File: src/rtl/updown_sweep_ctrl.sv
// Triangle-sweep sequencer for a 4-bit up/down counter: clears the counter, seeks to lo,
// then runs a programmed number of lo->hi->lo sweeps with a dwell at each turning point.
module updown_sweep_ctrl #(
    parameter int WIDTH   = 4,
    parameter int SWEEP_W = 8,
    parameter int DWELL_W = 4
) (
    input  logic               clk,
    input  logic               reset,
    input  logic               start,
    input  logic [WIDTH-1:0]   lo,
    input  logic [WIDTH-1:0]   hi,
    input  logic [SWEEP_W-1:0] sweeps,
    input  logic [DWELL_W-1:0] dwell,
    input  logic               pause,
    input  logic               abort,
    input  logic [WIDTH-1:0]   count,
    output logic               cnt_clr,
    output logic               cnt_en,
    output logic               cnt_up,
    output logic               busy,
    output logic               done,
    output logic               err,
    output logic [SWEEP_W-1:0] sweep_idx
);

    localparam logic [2:0] S_IDLE     = 3'd0;
    localparam logic [2:0] S_CLEAR    = 3'd1;
    localparam logic [2:0] S_SEEK     = 3'd2;
    localparam logic [2:0] S_UP       = 3'd3;
    localparam logic [2:0] S_DWELL_HI = 3'd4;
    localparam logic [2:0] S_DOWN     = 3'd5;
    localparam logic [2:0] S_DWELL_LO = 3'd6;
    localparam logic [2:0] S_DONE     = 3'd7;

    logic [2:0]         state_q, state_d;
    logic [WIDTH-1:0]   lo_q, lo_d, hi_q, hi_d;
    logic [SWEEP_W-1:0] sweeps_q, sweeps_d, idx_q, idx_d;
    logic [DWELL_W-1:0] dwell_q, dwell_d, dcnt_q, dcnt_d;
    logic               err_q, err_d;

    logic               aborting;
    logic               frozen;
    logic [SWEEP_W-1:0] idx_inc;

    assign aborting = abort && (state_q != S_IDLE);
    assign frozen   = pause && (state_q != S_IDLE) && (state_q != S_DONE);
    assign idx_inc  = idx_q + 1'b1;

    always_comb begin
        state_d  = state_q;
        lo_d     = lo_q;
        hi_d     = hi_q;
        sweeps_d = sweeps_q;
        dwell_d  = dwell_q;
        dcnt_d   = dcnt_q;
        idx_d    = idx_q;
        err_d    = 1'b0;
        if (aborting) begin
            state_d = S_IDLE;
        end else if (!frozen) begin
            case (state_q)
                S_IDLE: begin
                    if (start) begin
                        if ((lo < hi) && (sweeps != '0)) begin
                            lo_d     = lo;
                            hi_d     = hi;
                            sweeps_d = sweeps;
                            dwell_d  = dwell;
                            idx_d    = '0;
                            state_d  = S_CLEAR;
                        end else begin
                            err_d = 1'b1;
                        end
                    end
                end
                S_CLEAR: state_d = S_SEEK;
                S_SEEK: begin
                    if (count == lo_q) state_d = S_UP;
                end
                S_UP: begin
                    if (count == hi_q) begin
                        dcnt_d  = dwell_q;
                        state_d = S_DWELL_HI;
                    end
                end
                S_DWELL_HI: begin
                    if (dcnt_q == '0) state_d = S_DOWN;
                    else              dcnt_d  = dcnt_q - 1'b1;
                end
                S_DOWN: begin
                    if (count == lo_q) begin
                        idx_d = idx_inc;
                        if (idx_inc == sweeps_q) begin
                            state_d = S_DONE;
                        end else begin
                            dcnt_d  = dwell_q;
                            state_d = S_DWELL_LO;
                        end
                    end
                end
                S_DWELL_LO: begin
                    if (dcnt_q == '0) state_d = S_UP;
                    else              dcnt_d  = dcnt_q - 1'b1;
                end
                default: state_d = S_IDLE;
            endcase
        end
    end

    // Counter controls: abort and pause both suppress any counter movement in the same cycle.
    always_comb begin
        cnt_clr = 1'b0;
        cnt_en  = 1'b0;
        cnt_up  = 1'b0;
        case (state_q)
            S_CLEAR: cnt_clr = !aborting && !frozen;
            S_SEEK: begin
                cnt_up = (count != lo_q);
                cnt_en = !aborting && !frozen && (count != lo_q);
            end
            S_UP: begin
                cnt_up = (count != hi_q);
                cnt_en = !aborting && !frozen && (count != hi_q);
            end
            S_DOWN: cnt_en = !aborting && !frozen && (count != lo_q);
            default: ;
        endcase
    end

    always_ff @(posedge clk) begin
        if (reset) begin
            state_q  <= S_IDLE;
            lo_q     <= '0;
            hi_q     <= '0;
            sweeps_q <= '0;
            dwell_q  <= '0;
            dcnt_q   <= '0;
            idx_q    <= '0;
            err_q    <= 1'b0;
        end else begin
            state_q  <= state_d;
            lo_q     <= lo_d;
            hi_q     <= hi_d;
            sweeps_q <= sweeps_d;
            dwell_q  <= dwell_d;
            dcnt_q   <= dcnt_d;
            idx_q    <= idx_d;
            err_q    <= err_d;
        end
    end

    assign busy      = (state_q != S_IDLE);
    assign done      = (state_q == S_DONE);
    assign err       = err_q;
    assign sweep_idx = idx_q;

endmodule

File: config.mk
export PLATFORM = sky130hd
export DESIGN_NAME = updown_sweep_ctrl
export DESIGN_NICKNAME = d
export VERILOG_FILES = /design/src/rtl/updown_sweep_ctrl.sv
export SDC_FILE = /design/constraint.sdc
export NUM_CORES = 1
export LEC_CHECK = 0
export CAP_MARGIN = 10
export CORE_MARGIN = 4
export CORE_UTILIZATION = 35
export DETAILED_ROUTE_END_ITERATION = 10
export RECOVER_POWER = 100
export SKIP_LAST_GASP = 1
export SLEW_MARGIN = 25
export SYNTH_ARGS = -nofsm -noshare
export SYNTH_HDL_FRONTEND = slang
export SYNTH_SLANG_ARGS = --single-unit
File: constraint.sdc
create_clock -name clk -period 1.93 [get_ports clk]
set_input_delay 0.386 -clock clk [delete_from_list [all_inputs] [get_ports clk]]
set_output_delay 0.386 -clock clk [all_outputs]
set_load 0.005 [all_outputs]
==> summary.txt, run 1 <==
Yosys
  • Top cells by count, synth: nor2_1, dfxtp_1, a21oi_1
  • Synth warn: 0
  • Seq/Total Area, Yosys: 34.4%
  • Share of Yosys cell area claimed by the top area cell type: 34.4%
  • Fraction of registers with async set/reset: 0%
  • Largest family of logic cells by synthesized area: simple AND/OR/NAND/NOR gates
  • Most frequent cell after synthesis: nor2_1
  • Adder-Cell Fraction of Synth Area: 2.99%
  • Post-synth EDFFs: 0
  • Syn nets: 274
  • Ys flop type: dfxtp_1
  • Syn_area_per_cell: 8.72 µm²
  • Post-Synth Simple-Gate Area: 22.8%
  • Synth Register Bits: 36
  • Mapped Cells: 240
  • Synth unique cells: 51
  • Ranking of synthesized cells by area: dfxtp_1, mux2i_1, nor2_1
  • Synth Area in Compound Gates: 18.4%
  • Post-synth top area cell: dfxtp_1
  • Cell area after synthesis: 2090 µm²
  • Post-synthesis xor/xnor area fraction: 8.61%
  • Mux share of post-synthesis cell area: 9.09%

Timing
  • Final min period: 2000 ps
  • Skew final: 5.24 ps
  • Worst-Margin Slew: 515 ps
  • Hold Fails Final Rpt: 0
  • Max-slew violation count: 0
  • Tcrit/Tclk final: 104%
  • RSZ-0062 raised after global routing: true
  • Fmax: 499 MHz
  • Setup violations, final: 8
  • Setup TNS: -224 ps
  • Max-slew headroom: 65.7%
  • PnR worst setup slack: -74.0 ps

Die
  • Cell Rows: 27
  • Number of I/O pins: 43
  • CORE AREA: 5640 µm²
  • Initial Util: 37.1%
  • Die area: about 7300 µm²
  • Die Y: 85.3 µm
  • Die width: 85.3 µm

Clock tree
  • CTS Buffer Depth: 2
  • Clock transition at the registers of the reported paths: approximately 70 ps
  • Hold Buf Count CTS: 0
  • TritonCTS buffer count: 5
  • H-tree levels: 2
  • Worst skew pair latency: approximately 280 ps
  • CTS Sinks: 36
  • CTS tree: yes
  • Clock Tree Root: clkbuf_8

Pwr
  • Internal cell power: 1.46 mW
  • Reg power frac: 39.7%
  • Clock network power share: 23.9%
  • Sw frac: 31.7%
  • Comb pwr share: between 30% and 40%
  • Pwr per Cell Area: 642 nW/µm²
  • Pleak: 1.47 nW
  • Peak VDD IR: between 0.3 and 0.4 mV
  • Switching power: 0.676 mW

Job
  • Max-cap violation count: 0

Worst setup path
  • Crit Path Category: reg -> out
  • Crit path required time: about 1500 ps
  • Startpoint Class: register
  • Top fanout value on the critical path: 2
  • Crit path DAT: between 1500 and 2000 ps
  • CP Capture Type: primary output

Detailed routing
  • Routed Antenna Nets: 0
  • DR pass1 iterations: 6
  • WL/cell: 15.1 µm
  • Post-Route WL: 6.12 mm
  • DR DRC count: 0
  • Vias/cell: 5.09
  • Iter 0 DRT Violations: between 90 and 100
  • DR vias: 2,060

GRT
  • GRT Overall Usage: 16.4%
  • Grt met3 use: 2.72%
  • Vias in the first global route: 2,050
  • Initial antenna violation count: 0
  • First-pass GRT wire length: 9.69 mm
  • Met2 GRT Util: 28.7%
  • Met1 usage: 20.8%
  • GRT overflow: 0
  • Most crowded layer after global routing: met2
  • Largest net degree at the start of global routing: 20

Status
  • Failing checks: negative setup slack
  • Outcome: finished with violations

Place
  • Port bufs: 42
  • Post-placement cell area: 2900 µm²
  • RD Place Congestion: 0.776
  • Hpwl dp: 4.35 mm

Final layout
  • Area delta synth->final: 58.8%
  • # diodes: 0
  • Fin area: 3320 µm²
  • Layout cell share with drive strength beyond 1: 33.0%
  • Final #Nets: 367
  • Fillers: 518

Min path
  • Hold Crit Class: in -> reg
power by group through the flow:
stage,Clock [mW],Combinational [mW],Sequential [mW]
final,0.510,0.775,0.847
after global routing,0.563,0.836,0.854
after CTS,0.520,0.705,0.847
after detailed placement,0,0.624,0.857
after global placement,0,0.610,0.856
after floorplan,0,0.342,0.845
critical path, stage by stage, from the launching register on:
cell	delay (ps)
dfxtp_2	340
xor2_2	180
nor4_4	300
buf_4	170
o32ai_4	80
and2_1	150
buf_2	120
state kept, by name (all words and copies together), names as in the netlist:
signal,cells
dcnt_q,4
lo_q,4
err,1
hi_q,4
state_q,3
sweeps_q,8
sweep_idx,8
dwell_q,4
layout by cell type (no fill, tap or decap), types with 5 or more instances in the layout:
cell / n
dlygate4sd2_1: 12
a21oi_1: 18
nand3_1: 5
xnor2_1: 5
mux2i_1: 19
buf_4: 42
xor2_1: 9
clkdlybuf4s50_1: 12
clkbuf_8: 5
buf_6: 8
o21ai_1: 6
dfxtp_1: 31
nor2_1: 38
dlymetal6s2s_1: 7
path summary, 6_finish.rpt:
path | end | startpoint | slack [ps] | depth (start not counted)
hold / removal | lo_q[0] | lo[0] | 390 | 3
hold reg to reg | dwell_q[1] | dwell_q[1] | 510 | 2
setup / recovery | cnt_en | lo_q[1] | -70 | 6
setup reg to reg | state_q[2] | lo_q[1] | -40 | 8
metal layers:
metal,wire length (µm),part of all wire [%],up-vias
met3,149,2.4,2
met5,0,0,-
met1,2830,46,982
met4,39,0.64,0
met2,3100,51,27
li1,-,-,1049
logic make-up after synthesis:
| kind of cell | Yosys count |
|---|---|
| simple gates | 87 |
| buf+inv | 19 |
| fa+ha+maj | 5 |
| xor+xnor | 19 |
| flops | 36 |
| mux | 19 |
| compound gates | 55 |
per-stage QoR:
step	cells	utilization [%]	hold slack, ps	worst slack (ps)	total power [mW]
global route	405	58.9	419	-171	2.25
global placement	388	51.4	485	-738	1.47
CTS	403	56.3	493	-78.5	2.07
finish	405	58.9	390	-74.0	2.13
detailed placement	388	51.4	496	-744	1.48
floorplan	240	-	463	-16.5	1.19
final cells by class:
class	instances	area, µm²	area share [%]
timing repair buffer	96	820	24.7
multi-input combinational	186	1570	47.3
inverter	8	30.0	0.904
tap	72	90.1	2.71
clock buffer	6	72.6	2.18
clock inverter	1	5.00	0.151
sequential	36	734	22.1
timing repair:
| item | CTS | global route |
|---|---|---|
| hold endpoints to repair | 0 | 0 |
| endpoints found under the setup margin | 39 | 35 |
| pin swaps | 22 | 14 |
| cloned | 0 | 1 |
| resized for setup | 70 | 39 |
| buffers inserted | 9 | 2 |
Power figures use the tool's default switching activity.
==> run 2: changes to the inputs <==
--- a/config.mk
+++ b/config.mk
@@ -5,10 +5,12 @@
 export SDC_FILE = /design/constraint.sdc
 export NUM_CORES = 1
 export LEC_CHECK = 0
+export ABC_CLOCK_PERIOD_IN_PS = 1930
 export CAP_MARGIN = 10
 export CORE_MARGIN = 4
 export CORE_UTILIZATION = 35
 export DETAILED_ROUTE_END_ITERATION = 10
+export GPL_TIMING_DRIVEN = 0
 export RECOVER_POWER = 100
 export SKIP_LAST_GASP = 1
 export SLEW_MARGIN = 25
==> run 2 against run 1 <==
- the run still ends with negative setup slack left
- total power increased by 3.1%
- non-clock buffer count decreased by 30
- worst hold slack got worse by 8.9 ps
- register-to-register slack improved by 30 ps
==> summary.txt, run 2 (synthesized netlist as in run 1, its figures left out) <==
Place
  • Post-placement cell area: 2600 µm² (-10%)
  • Hpwl dp: 3.89 mm (-11%)
  • RD Place Congestion: 0.831 (+7.1%)
  • Port bufs: 41 (-2.4%)
  • Dpl ws: -785 ps (-40.4 ps)

Final layout
  • Fillers: 516 (-0.39%)
  • Final #Nets: 337 (-8.2%)
  • # diodes: 0 (unchanged)
  • Most common cell after layout, fill and taps aside: nor2_1
  • Most frequent cells in the layout: nor2_1, dfxtp_1, mux2i_1, clkdlybuf4s50_1, a21oi_1
  • Area delta synth->final: 53.3%
  • Fin area: 3210 µm² (-3.5%)
  • Layout cell share with drive strength beyond 1: 32.2% (-0.80 points)

Timing
  • Setup violations, final: 3 (-5)
  • Worst-Margin Slew: 541 ps (+26.4 ps)
  • PnR worst setup slack: -146 ps (-71.9 ps)
  • Tcrit/Tclk final: 108% (+3.7 points)
  • Skew final: 3.63 ps (-1.61 ps)
  • Max-slew headroom: 63.9% (-1.8 points)
  • Fmax: 482 MHz (-3.5%)
  • Hold Fails Final Rpt: 0 (unchanged)
  • Final min period: 2080 ps (+71.9 ps)
  • Max-slew violation count: 0 (unchanged)
  • RSZ-0062 raised after global routing: true

Status
  • Outcome: finished with violations
  • Failing checks: negative setup slack

Detailed routing
  • WL/cell: 16.0 µm (+6.0%)
  • Post-Route WL: 6.02 mm (-1.6%)
  • DR pass1 iterations: 4 (-2)
  • DR vias: 1,972 (-4.3%)
  • Vias/cell: 5.24 (+3.1%)
  • Iter 0 DRT Violations: 73 (-20%)
  • Routed Antenna Nets: 0 (unchanged)
  • DR DRC count: 0 (unchanged)

Job
  • Max-cap violation count: 0 (unchanged)

Worst setup path
  • Top fanout value on the critical path: 2 (unchanged)
  • Worst path max stage delay: 350 ps (about the same)
  • Worst path bufs/invs: 2 (unchanged)
  • Crit Path Category: reg -> out
  • Reg-to-reg critical path startpoint: sweep_idx[1]
  • Crit path DAT: 1690 ps (+70 ps)
  • Cell-by-cell trace of the critical path: xor2_2 -> nor4_4 -> buf_4 -> o32ai_4 -> and2_4 -> buf_6
  • CP startpoint: lo_q[0]
  • Slowest cell on crit path: nor4_4
  • Critical path's top delay family: simple AND/OR/NAND/NOR gates
  • Crit path required time: 1540 ps (about the same)
  • Startpoint Class: register
  • CP Capture Type: primary output

Clock tree
  • CTS Sinks: 36 (unchanged)
  • Hold Buf Count CTS: 0 (unchanged)
  • Clock transition at the registers of the reported paths: 70 ps (about the same)
  • Worst skew pair latency: 290 ps (about the same)
  • TritonCTS buffer count: 5 (unchanged)
  • Clock Tree Root: clkbuf_8
  • CTS Buffer Depth: 2 (unchanged)
  • H-tree levels: 2 (unchanged)
  • CTS tree: yes

Min path
  • Hold path start: lo[0]
  • Hold Crit Class: in -> reg

Die
  • Die area: 7280 µm² (unchanged)
  • Die Y: 85.3 µm (unchanged)
  • Cell Rows: 27 (unchanged)
  • Initial Util: 37.1% (unchanged)
  • Die width: 85.3 µm (unchanged)
  • Number of I/O pins: 43 (unchanged)
  • CORE AREA: 5640 µm² (unchanged)

GRT
  • Vias in the first global route: 1,869 (-8.8%)
  • GRT overflow: 0 (unchanged)
  • GRT Overall Usage: 15.6% (-0.81 points)
  • Initial antenna violation count: 0 (unchanged)
  • First-pass GRT wire length: 9.03 mm (-6.8%)
  • Largest net degree at the start of global routing: 12 (-40%)

Pwr
  • Peak VDD IR: 0.441 mV (+19%)
  • Pwr Total: 2.20 mW (+3.1%)
  • Pwr per Cell Area: 686 nW/µm² (+6.8%)
  • Pleak: 1.32 nW (-10%)
==> run 2: metrics by stage <==
step / setup TNS [ps] / std cells / util, % / hold WS [ps]
after floorplan: -16.5 / 240 / - / 463
after global placement: -25190 / 353 / 46.1 / 479
after detailed placement: -24440 / 353 / 46.1 / 492
after CTS: -119 / 373 / 53.0 / 503
after global routing: -1290 / 376 / 56.8 / 430
final: -282 / 376 / 56.8 / 381
==> run 2: path summary, 6_finish.rpt <==
path | endpoint | slack [ps] | cells after the start
max reg2reg | dcnt_q[0] | -10 | 6
min reg2reg | dwell_q[1] | 510 | 2
min | lo_q[0] | 380 | 3
max | cnt_en | -150 | 6
==> run 2: power by group <==
group          leakage [nW]  internal (mW)  switching [mW]
combinational         0.965          0.338           0.340
clock                0.0552          0.383           0.280
sequential            0.298          0.801          0.0566
total                  1.32           1.52           0.677
==> run 2: metal layers <==
metal / vias up / track usage (%) / part of all wire (%)
met3: 7 / 2.62 / 2.9
met5: - / 0 / 0
met1: 947 / 19.1 / 44
li1: 985 / - / -
met4: 0 / 6.19 / 1.4
met2: 33 / 27.0 / 51
==> run 2: repair_timing <==
action | CTS | global route
endpoints found under the setup margin | 40 | 35
pin swaps | 20 | 18
cloned | 0 | 1
endpoints found under the hold margin | 0 | 0
setup buffers | 12 | 3
resized for setup | 74 | 54
==> run 2: area by class of cell <==
type                            count  area [µm²]  area share, %
Clock buffer                        6        72.6           2.26
Tap cell                           72        90.1           2.81
Timing Repair Buffer               55         504           15.7
Clock inverter                      2        35.0           1.09
Buffer                             11        66.3           2.07
Multi-Input combinational cell    186        1670           52.0
Sequential cell                    36         741           23.1
Inverter                            8        30.0          0.936
==> run 2: worst register-to-register path, delay by kind of cell (launching register included) <==
family,cells,cell delay (ps)
AOI/OAI and AO/OA,4,1050
DFF,1,480
and+or+nand+nor,2,350
==> run 3: changes to the inputs <==
--- a/config.mk
+++ b/config.mk
@@ -9,6 +9,7 @@
 export CAP_MARGIN = 10
 export CORE_MARGIN = 4
 export CORE_UTILIZATION = 35
+export CTS_CLUSTER_SIZE = 14
 export DETAILED_ROUTE_END_ITERATION = 10
 export GPL_TIMING_DRIVEN = 0
 export RECOVER_POWER = 100
==> results of run 3 <==
Same layout as run 2: the final DEF is identical, and so are final timing and power.
